$ cat config.mk
export PLATFORM = sky130hd
export DESIGN_NAME = madd_msub_sched
export DESIGN_NICKNAME = d
export VERILOG_FILES = /design/src/rtl/madd_msub_pkg.sv /design/src/rtl/madd_msub_sched_arb.sv /design/src/rtl/madd_msub_sched.sv
export SDC_FILE = /design/constraint.sdc
export NUM_CORES = 1
export LEC_CHECK = 0
export ABC_AREA = 0
export ABC_CLOCK_PERIOD_IN_PS = 2750
export CORE_AREA = 2 2 199 201
export CTS_BUF_LIST = sky130_fd_sc_hd__clkbuf_16
export CTS_CLUSTER_SIZE = 12
export DETAILED_ROUTE_END_ITERATION = 8
export DIE_AREA = 0 0 201 203
export GPL_ROUTABILITY_DRIVEN = 1
export GPL_TIMING_DRIVEN = 0
export PLACE_DENSITY = 0.77
export SLEW_MARGIN = 20
export SYNTH_ARGS = -nofsm -noshare
export SYNTH_HDL_FRONTEND = slang
export SYNTH_SLANG_ARGS = --single-unit
$ cat constraint.sdc
create_clock -name clk -period 2.75 [get_ports clk]
set_input_delay 0.4125 -clock clk [delete_from_list [all_inputs] [get_ports clk]]
set_output_delay 0.4125 -clock clk [all_outputs]
set_load 0.005 [all_outputs]
$ cat src/rtl/madd_msub_pkg.sv
// rtl/madd_msub_pkg.sv - shared constants and FSM encoding for the MADD_MSUB sequencer
package madd_msub_pkg;

    localparam int DEF_DW = 16;

    localparam logic OP_ADD = 1'b0;
    localparam logic OP_SUB = 1'b1;

    typedef enum logic [2:0] {
        ST_IDLE,
        ST_LDA,
        ST_LDB,
        ST_LDP,
        ST_START,
        ST_WAIT,
        ST_READ,
        ST_DONE
    } state_e;

endpackage

$ cat src/rtl/madd_msub_sched_arb.sv
// rtl/madd_msub_sched_arb.sv - 2-way round-robin arbiter
// Ports: clk, rst (async active-low), req0/req1 (qualified requests),
//        advance (a grant is being taken this cycle), gnt0/gnt1 (combinational grants).
// Pointer 0 favours req0; after each grant it points at the other requester.
module rr_arb2 (
    input  logic clk,
    input  logic rst,
    input  logic req0,
    input  logic req1,
    input  logic advance,
    output logic gnt0,
    output logic gnt1
);

    logic ptr_q;
    logic ptr_d;

    always_comb begin
        gnt0  = req0 & (~req1 | ~ptr_q);
        gnt1  = req1 & (~req0 |  ptr_q);
        ptr_d = ptr_q;
        if (advance) begin
            ptr_d = gnt0;
        end
    end

    always_ff @(posedge clk or negedge rst) begin
        if (!rst) begin
            ptr_q <= 1'b0;
        end else begin
            ptr_q <= ptr_d;
        end
    end

endmodule

$ cat src/rtl/madd_msub_sched.sv
// rtl/madd_msub_sched.sv - two-requester sequencer in front of the MADD_MSUB unit
// Optional feature: define MADD_SCHED_TIMEOUT_EN for a WAIT watchdog (parameter TMO).
// Ports: clk, rst (async active-low); req/op/a/b/p per requester; gnt0/gnt1 grant pulses;
//        done/rsp_id/res/res_flag/err result return; datain/loada/loadb/loadp/madd_en/
//        msub_en/outs0/outs1 drive the unit; regs0out/regs1out/result_rdy/result_flag
//        come back from it. NWORDS must be at least 2.
module madd_msub_sched
    import madd_msub_pkg::*;
#(
    parameter int DW     = DEF_DW,
    parameter int NWORDS = 4
`ifdef MADD_SCHED_TIMEOUT_EN
    ,
    parameter int TMO    = 255
`endif
) (
    input  logic                   clk,
    input  logic                   rst,
    input  logic                   req0,
    input  logic                   req1,
    input  logic                   op0,
    input  logic                   op1,
    input  logic [DW*NWORDS-1:0]   a0,
    input  logic [DW*NWORDS-1:0]   b0,
    input  logic [DW*NWORDS-1:0]   p0,
    input  logic [DW*NWORDS-1:0]   a1,
    input  logic [DW*NWORDS-1:0]   b1,
    input  logic [DW*NWORDS-1:0]   p1,
    output logic                   gnt0,
    output logic                   gnt1,
    output logic                   done,
    output logic                   rsp_id,
    output logic [DW*NWORDS-1:0]   res,
    output logic                   res_flag,
    output logic                   err,
    output logic [DW-1:0]          datain,
    output logic                   loada,
    output logic                   loadb,
    output logic                   loadp,
    output logic                   madd_en,
    output logic                   msub_en,
    output logic                   outs0,
    output logic                   outs1,
    input  logic [DW-1:0]          regs0out,
    input  logic [DW-1:0]          regs1out,
    input  logic                   result_rdy,
    input  logic                   result_flag
);

    localparam int W  = DW * NWORDS;
    localparam int CW = (NWORDS > 1) ? $clog2(NWORDS) : 1;

    state_e          state_q, state_d;
    logic [CW-1:0]   cnt_q, cnt_d;
    logic            op_q, op_d;
    logic            id_q, id_d;
    logic [W-1:0]    a_q, a_d, b_q, b_d, p_q, p_d;
    logic [W-1:0]    acc_q, acc_d;
    logic            flag_q, flag_d;
    logic [W-1:0]    res_q, res_d;
    logic            res_flag_q, res_flag_d;
    logic            rsp_id_q, rsp_id_d;
    // Low for the first cycle after reset release so no grant can appear while rst is low.
    logic            armed_q, armed_d;
    logic            cnt_last;
    logic [DW-1:0]   rd_word;
    logic            idle;

`ifdef MADD_SCHED_TIMEOUT_EN
    localparam int TW = $clog2(TMO + 1);
    logic [TW-1:0]   tmo_q, tmo_d;
    logic            err_q, err_d;
`endif

    assign idle = (state_q == ST_IDLE);

    rr_arb2 u_arb (
        .clk     (clk),
        .rst     (rst),
        .req0    (req0 & idle & armed_q),
        .req1    (req1 & idle & armed_q),
        .advance (gnt0 | gnt1),
        .gnt0    (gnt0),
        .gnt1    (gnt1)
    );

    always_comb begin
        state_d    = state_q;
        cnt_d      = cnt_q;
        op_d       = op_q;
        id_d       = id_q;
        a_d        = a_q;
        b_d        = b_q;
        p_d        = p_q;
        acc_d      = acc_q;
        flag_d     = flag_q;
        res_d      = res_q;
        res_flag_d = res_flag_q;
        rsp_id_d   = rsp_id_q;
        armed_d    = 1'b1;
`ifdef MADD_SCHED_TIMEOUT_EN
        tmo_d      = tmo_q;
        err_d      = err_q;
`endif
        cnt_last   = (cnt_q == CW'(NWORDS - 1));
        rd_word    = flag_q ? regs1out : regs0out;

        case (state_q)
            ST_IDLE: begin
                if (gnt0 | gnt1) begin
                    state_d = ST_LDA;
                    cnt_d   = '0;
                    id_d    = gnt1;
                    op_d    = gnt1 ? op1 : op0;
                    a_d     = gnt1 ? a1  : a0;
                    b_d     = gnt1 ? b1  : b0;
                    p_d     = gnt1 ? p1  : p0;
                end
            end
            // Operands are shifted right so the current word is always in the low DW bits.
            ST_LDA: begin
                a_d   = a_q >> DW;
                cnt_d = cnt_last ? '0 : cnt_q + 1'b1;
                if (cnt_last) state_d = ST_LDB;
            end
            ST_LDB: begin
                b_d   = b_q >> DW;
                cnt_d = cnt_last ? '0 : cnt_q + 1'b1;
                if (cnt_last) state_d = ST_LDP;
            end
            ST_LDP: begin
                p_d   = p_q >> DW;
                cnt_d = cnt_last ? '0 : cnt_q + 1'b1;
                if (cnt_last) state_d = ST_START;
            end
            ST_START: begin
                state_d = ST_WAIT;
`ifdef MADD_SCHED_TIMEOUT_EN
                tmo_d   = '0;
`endif
            end
            ST_WAIT: begin
                if (result_rdy) begin
                    flag_d  = result_flag;
                    cnt_d   = '0;
                    state_d = ST_READ;
`ifdef MADD_SCHED_TIMEOUT_EN
                end else if (tmo_q == TW'(TMO - 1)) begin
                    res_d      = '0;
                    res_flag_d = 1'b0;
                    rsp_id_d   = id_q;
                    err_d      = 1'b1;
                    state_d    = ST_DONE;
                end else begin
                    tmo_d = tmo_q + 1'b1;
`endif
                end
            end
            // Words arrive LSW first and enter at the top, so after NWORDS shifts word 0 is at the bottom.
            // Results are published only on entry to DONE so res holds between jobs.
            ST_READ: begin
                acc_d = {rd_word, acc_q[W-1:DW]};
                cnt_d = cnt_last ? '0 : cnt_q + 1'b1;
                if (cnt_last) begin
                    res_d      = acc_d;
                    res_flag_d = flag_q;
                    rsp_id_d   = id_q;
`ifdef MADD_SCHED_TIMEOUT_EN
                    err_d      = 1'b0;
`endif
                    state_d    = ST_DONE;
                end
            end
            ST_DONE: begin
                state_d = ST_IDLE;
            end
            default: begin
                state_d = ST_IDLE;
            end
        endcase
    end

    always_ff @(posedge clk or negedge rst) begin
        if (!rst) begin
            state_q    <= ST_IDLE;
            cnt_q      <= '0;
            op_q       <= 1'b0;
            id_q       <= 1'b0;
            a_q        <= '0;
            b_q        <= '0;
            p_q        <= '0;
            acc_q      <= '0;
            flag_q     <= 1'b0;
            res_q      <= '0;
            res_flag_q <= 1'b0;
            rsp_id_q   <= 1'b0;
            armed_q    <= 1'b0;
`ifdef MADD_SCHED_TIMEOUT_EN
            tmo_q      <= '0;
            err_q      <= 1'b0;
`endif
        end else begin
            state_q    <= state_d;
            cnt_q      <= cnt_d;
            op_q       <= op_d;
            id_q       <= id_d;
            a_q        <= a_d;
            b_q        <= b_d;
            p_q        <= p_d;
            acc_q      <= acc_d;
            flag_q     <= flag_d;
            res_q      <= res_d;
            res_flag_q <= res_flag_d;
            rsp_id_q   <= rsp_id_d;
            armed_q    <= armed_d;
`ifdef MADD_SCHED_TIMEOUT_EN
            tmo_q      <= tmo_d;
            err_q      <= err_d;
`endif
        end
    end

    assign loada    = (state_q == ST_LDA);
    assign loadb    = (state_q == ST_LDB);
    assign loadp    = (state_q == ST_LDP);
    assign datain   = loada ? a_q[DW-1:0] :
                      loadb ? b_q[DW-1:0] :
                      loadp ? p_q[DW-1:0] : '0;
    assign madd_en  = (state_q == ST_START) && (op_q == OP_ADD);
    assign msub_en  = (state_q == ST_START) && (op_q == OP_SUB);
    assign outs0    = (state_q == ST_READ) && !flag_q;
    assign outs1    = (state_q == ST_READ) &&  flag_q;
    assign done     = (state_q == ST_DONE);
    assign res      = res_q;
    assign res_flag = res_flag_q;
    assign rsp_id   = rsp_id_q;
`ifdef MADD_SCHED_TIMEOUT_EN
    assign err      = err_q;
`else
    assign err      = 1'b0;
`endif

endmodule

==> out/metrics.cfg <==
[clocking]
cts_made_buffers=34
clkLatencyLatePin_ns=0.51
cts-root-buf=clkbuf_16
clockBufferDepth=3
h-tree-depth=2
clkTransAtPathRegs_ns=0.06
cts.sinks=316
cts_tree=done

[route]
vias=13000
dr.pass1.iters=7
drtAntennaViolNets=0
wl_um=55100
avgRoutedWirePerCell_um=23.2
via_per_inst=5.46
drc=0
drt_iter0_markers=1089

[synthesis]
seq_area_frac_synth_pct=53.4
ys_warn_count=0
avgSynthCellArea_um2=11.6
synth.most_common_cell=dfrtp_1
synth.cell_area_um2=14800
async_reset_ff_share_pct=100
synth.distinct_cells=36
synth_largest_area_cell=dfrtp_1
yosysTopAreaCellShare_pct=53.4
ys_ff_latch=316
synth_edf_count=0
ys_top_cells_by_area=dfrtp_1, mux2i_1, a22oi_1
synthCells=1277
synthTopCellsByCount=dfrtp_1, mux2i_1, a22oi_1, o21ai_1, mux2_2
synth_fp_nets=1702
synth_ff_type=dfrtp_1

[die]
num_rows=72
die_area_um2=40800
ios=517
start_util_pct=38.5
die_w_um=201
die_h_um=203
core_area_um2=38500

[pwr]
p_per_area_nw_per_um2=911
combinationalPowerShare_pct=39.0
seqPwrFrac_pct=39.8
p_sw_mw=7.17
clkPwrFrac_pct=21.2
ir_drop_v=0.000350
p_int_mw=12.7
p_leak_nw=10.2
switching_share_pct=36.1

[critical_path]
worstReg2RegStart=state_q[1]
required_ns=2.34
critPathKind=reg2out
cpMostUsedCell=buf_4
crit_family=buffers and inverters
cp-start-kind=flop
crit_arrival_ns=2.28
end_kind=output pin
slowest_stage=dfrtp_1
max_stage_delay_ns=0.36
r2r-end=a_q[63]
crit_buf_inv=5
cp_max_fo=10
regToRegSetupSlack_ns=0.42
cp_cell_sequence=buf_4, nor2b_2, buf_4, buf_4, clkbuf_8, a22oi_1, nor2_1, dlygate4sd2_1
worst_r2r_path_depth=8

[finish]
synthToLayoutAreaGrowth_pct=47.4
drive_gt1_share_pct=13.4
postLayoutCoreUtil_pct=56.7
nets=2256
fillers=3245

[placement]
numPortBuffers=515
dp_hpwl_um=43300
gp_congestion=0.873
place_ws_ns=-0.567

[global_routing]
grt_usage_pct=26.4
grt_max_degree=98
antenna_found_initial=2
grt-ovfl-total=0
grt_pass1_wl_um=82100
grt_pass1_vias=13600

[sta]
clock.fmax_mhz=371
hold_viol=0
worst_pin_slew_ns=0.817
rsz0062_at_grt=yes
relSlewSlack_pct=45.5
min_period_ns=2.70
fin_crit_sh_pct=98.0
finalWorstSetupSlack_ns=0.0541
final.setup_skew_ns=0.0212
finalSetupViolCount=0
drv_slew=0

[worst_hold_path]
min_path_type=in2async

[run]
drv_cap=0

[outcome]
status=finished clean

[power by group through the flow]
stage / combinational, mW / sequential (mW) / clock, mW
final: 7.75 / 7.90 / 4.21
after global routing: 8.46 / 8.05 / 4.47
after CTS: 7.74 / 7.86 / 4.28
after detailed placement: 7.73 / 7.87 / 0
after global placement: 7.49 / 7.82 / 0
after floorplan: 4.45 / 7.31 / 0
[kinds of logic (layout without fill, tap and decap cells)]
group / count (synthesis) / in the layout / synth area share, %
simple gates: 127 / 127 / 4.09
compound gates: 405 / 405 / 16.6
flops: 316 / 316 / 53.4
other cells: 2 / 3 / 0.0508
buf+inv: 118 / 693 / 4.00
mux: 308 / 308 / 21.7
fa+ha+maj: 1 / 1 / 0.0846
[cell type report]
cell class | instances | area (um^2) | area share [%]
well taps | 518 | 648 | 2.97
plain buffers | 108 | 607 | 2.78
diodes | 1 | 2.50 | 0.0115
multi-input cells | 843 | 6330 | 29.0
inverters | 5 | 33.8 | 0.155
repair buffers | 523 | 5270 | 24.2
clock buffers | 37 | 926 | 4.25
flip-flops and latches | 316 | 7910 | 36.3
clock inverters | 20 | 78.8 | 0.362
[cells in the final DEF, fill, tap and decap left out, drive strengths merged, types with 6 or more instances in the layout]
| cell | instances |
|---|---|
| mux2i | 208 |
| a22oi | 160 |
| inv | 16 |
| buf | 84 |
| nand2 | 41 |
| dfrtp | 316 |
| a21oi | 6 |
| clkdlybuf4s50 | 496 |
| nor2 | 22 |
| o21ai | 232 |
| clkbuf | 70 |
| clkinv | 9 |
| nand3 | 49 |
| mux2 | 100 |
| dlygate4sd2 | 10 |
[what timing repair did]
action	CTS	global route
gates resized for setup	33	28
hold buffers	1	0
setup buffers	4	0
endpoints found under the setup margin	28	13
pin swaps	1	0
endpoints found under the hold margin	49	0
[how the worst max path moves through the flow]
stage,from,to,slack [ns],cells past startpoint
3_3_place_gp,rst,b_q[43],-11.86,1
4_1_cts,state_q[0],outs0,-0.007,7
3_5_place_dp,req0,a_q[12],-0.57,7
6_report,state_q[1],datain[11],0.05,8
2_1_floorplan,state_q[0],outs0,0.93,7
5_1_grt,state_q[1],datain[14],-0.002,8
[metal layers]
| metal | vias to the layer above | part of all wire, % | global-route usage (%) |
|---|---|---|---|
| met3 | 92 | 5.8 | 4.00 |
| met2 | 561 | 53 | 48.7 |
| met4 | 2 | 3.2 | 8.60 |
| li1 | 5848 | - | - |
| met5 | - | 0.027 | 0 |
| met1 | 6447 | 38 | 31.6 |
[through the flow]
| step | power (mW) | setup TNS, ns | hold slack (ns) | cells | instance area, um^2 |
|---|---|---|---|---|---|
| finish | 19.9 | 0 | 0.408 | 2371 | 21800 |
| global route | 21.0 | -0.00174 | 0.438 | 2371 | 21800 |
| CTS | 19.9 | -0.00656 | 0.403 | 2370 | 21700 |
| detailed placement | 15.6 | -24.75 | 0.333 | 2313 | 20700 |
| global placement | 15.3 | -3756.44 | 0.458 | 2310 | 20600 |
| floorplan | 11.8 | 0 | 0.117 | 1277 | 14800 |
[sequential cells by signal, indices dropped and copies added, names as in the netlist]
name and count:
a_q 64, acc_q 48, armed_q 1, b_q 64
cnt_q 2, flag_q 1, id_q 1, op_q 1
p_q 64, res 64, res_flag 1, rsp_id 1
state_q 3, u_arb.ptr_q 1
(Power assumes the default switching activity.)
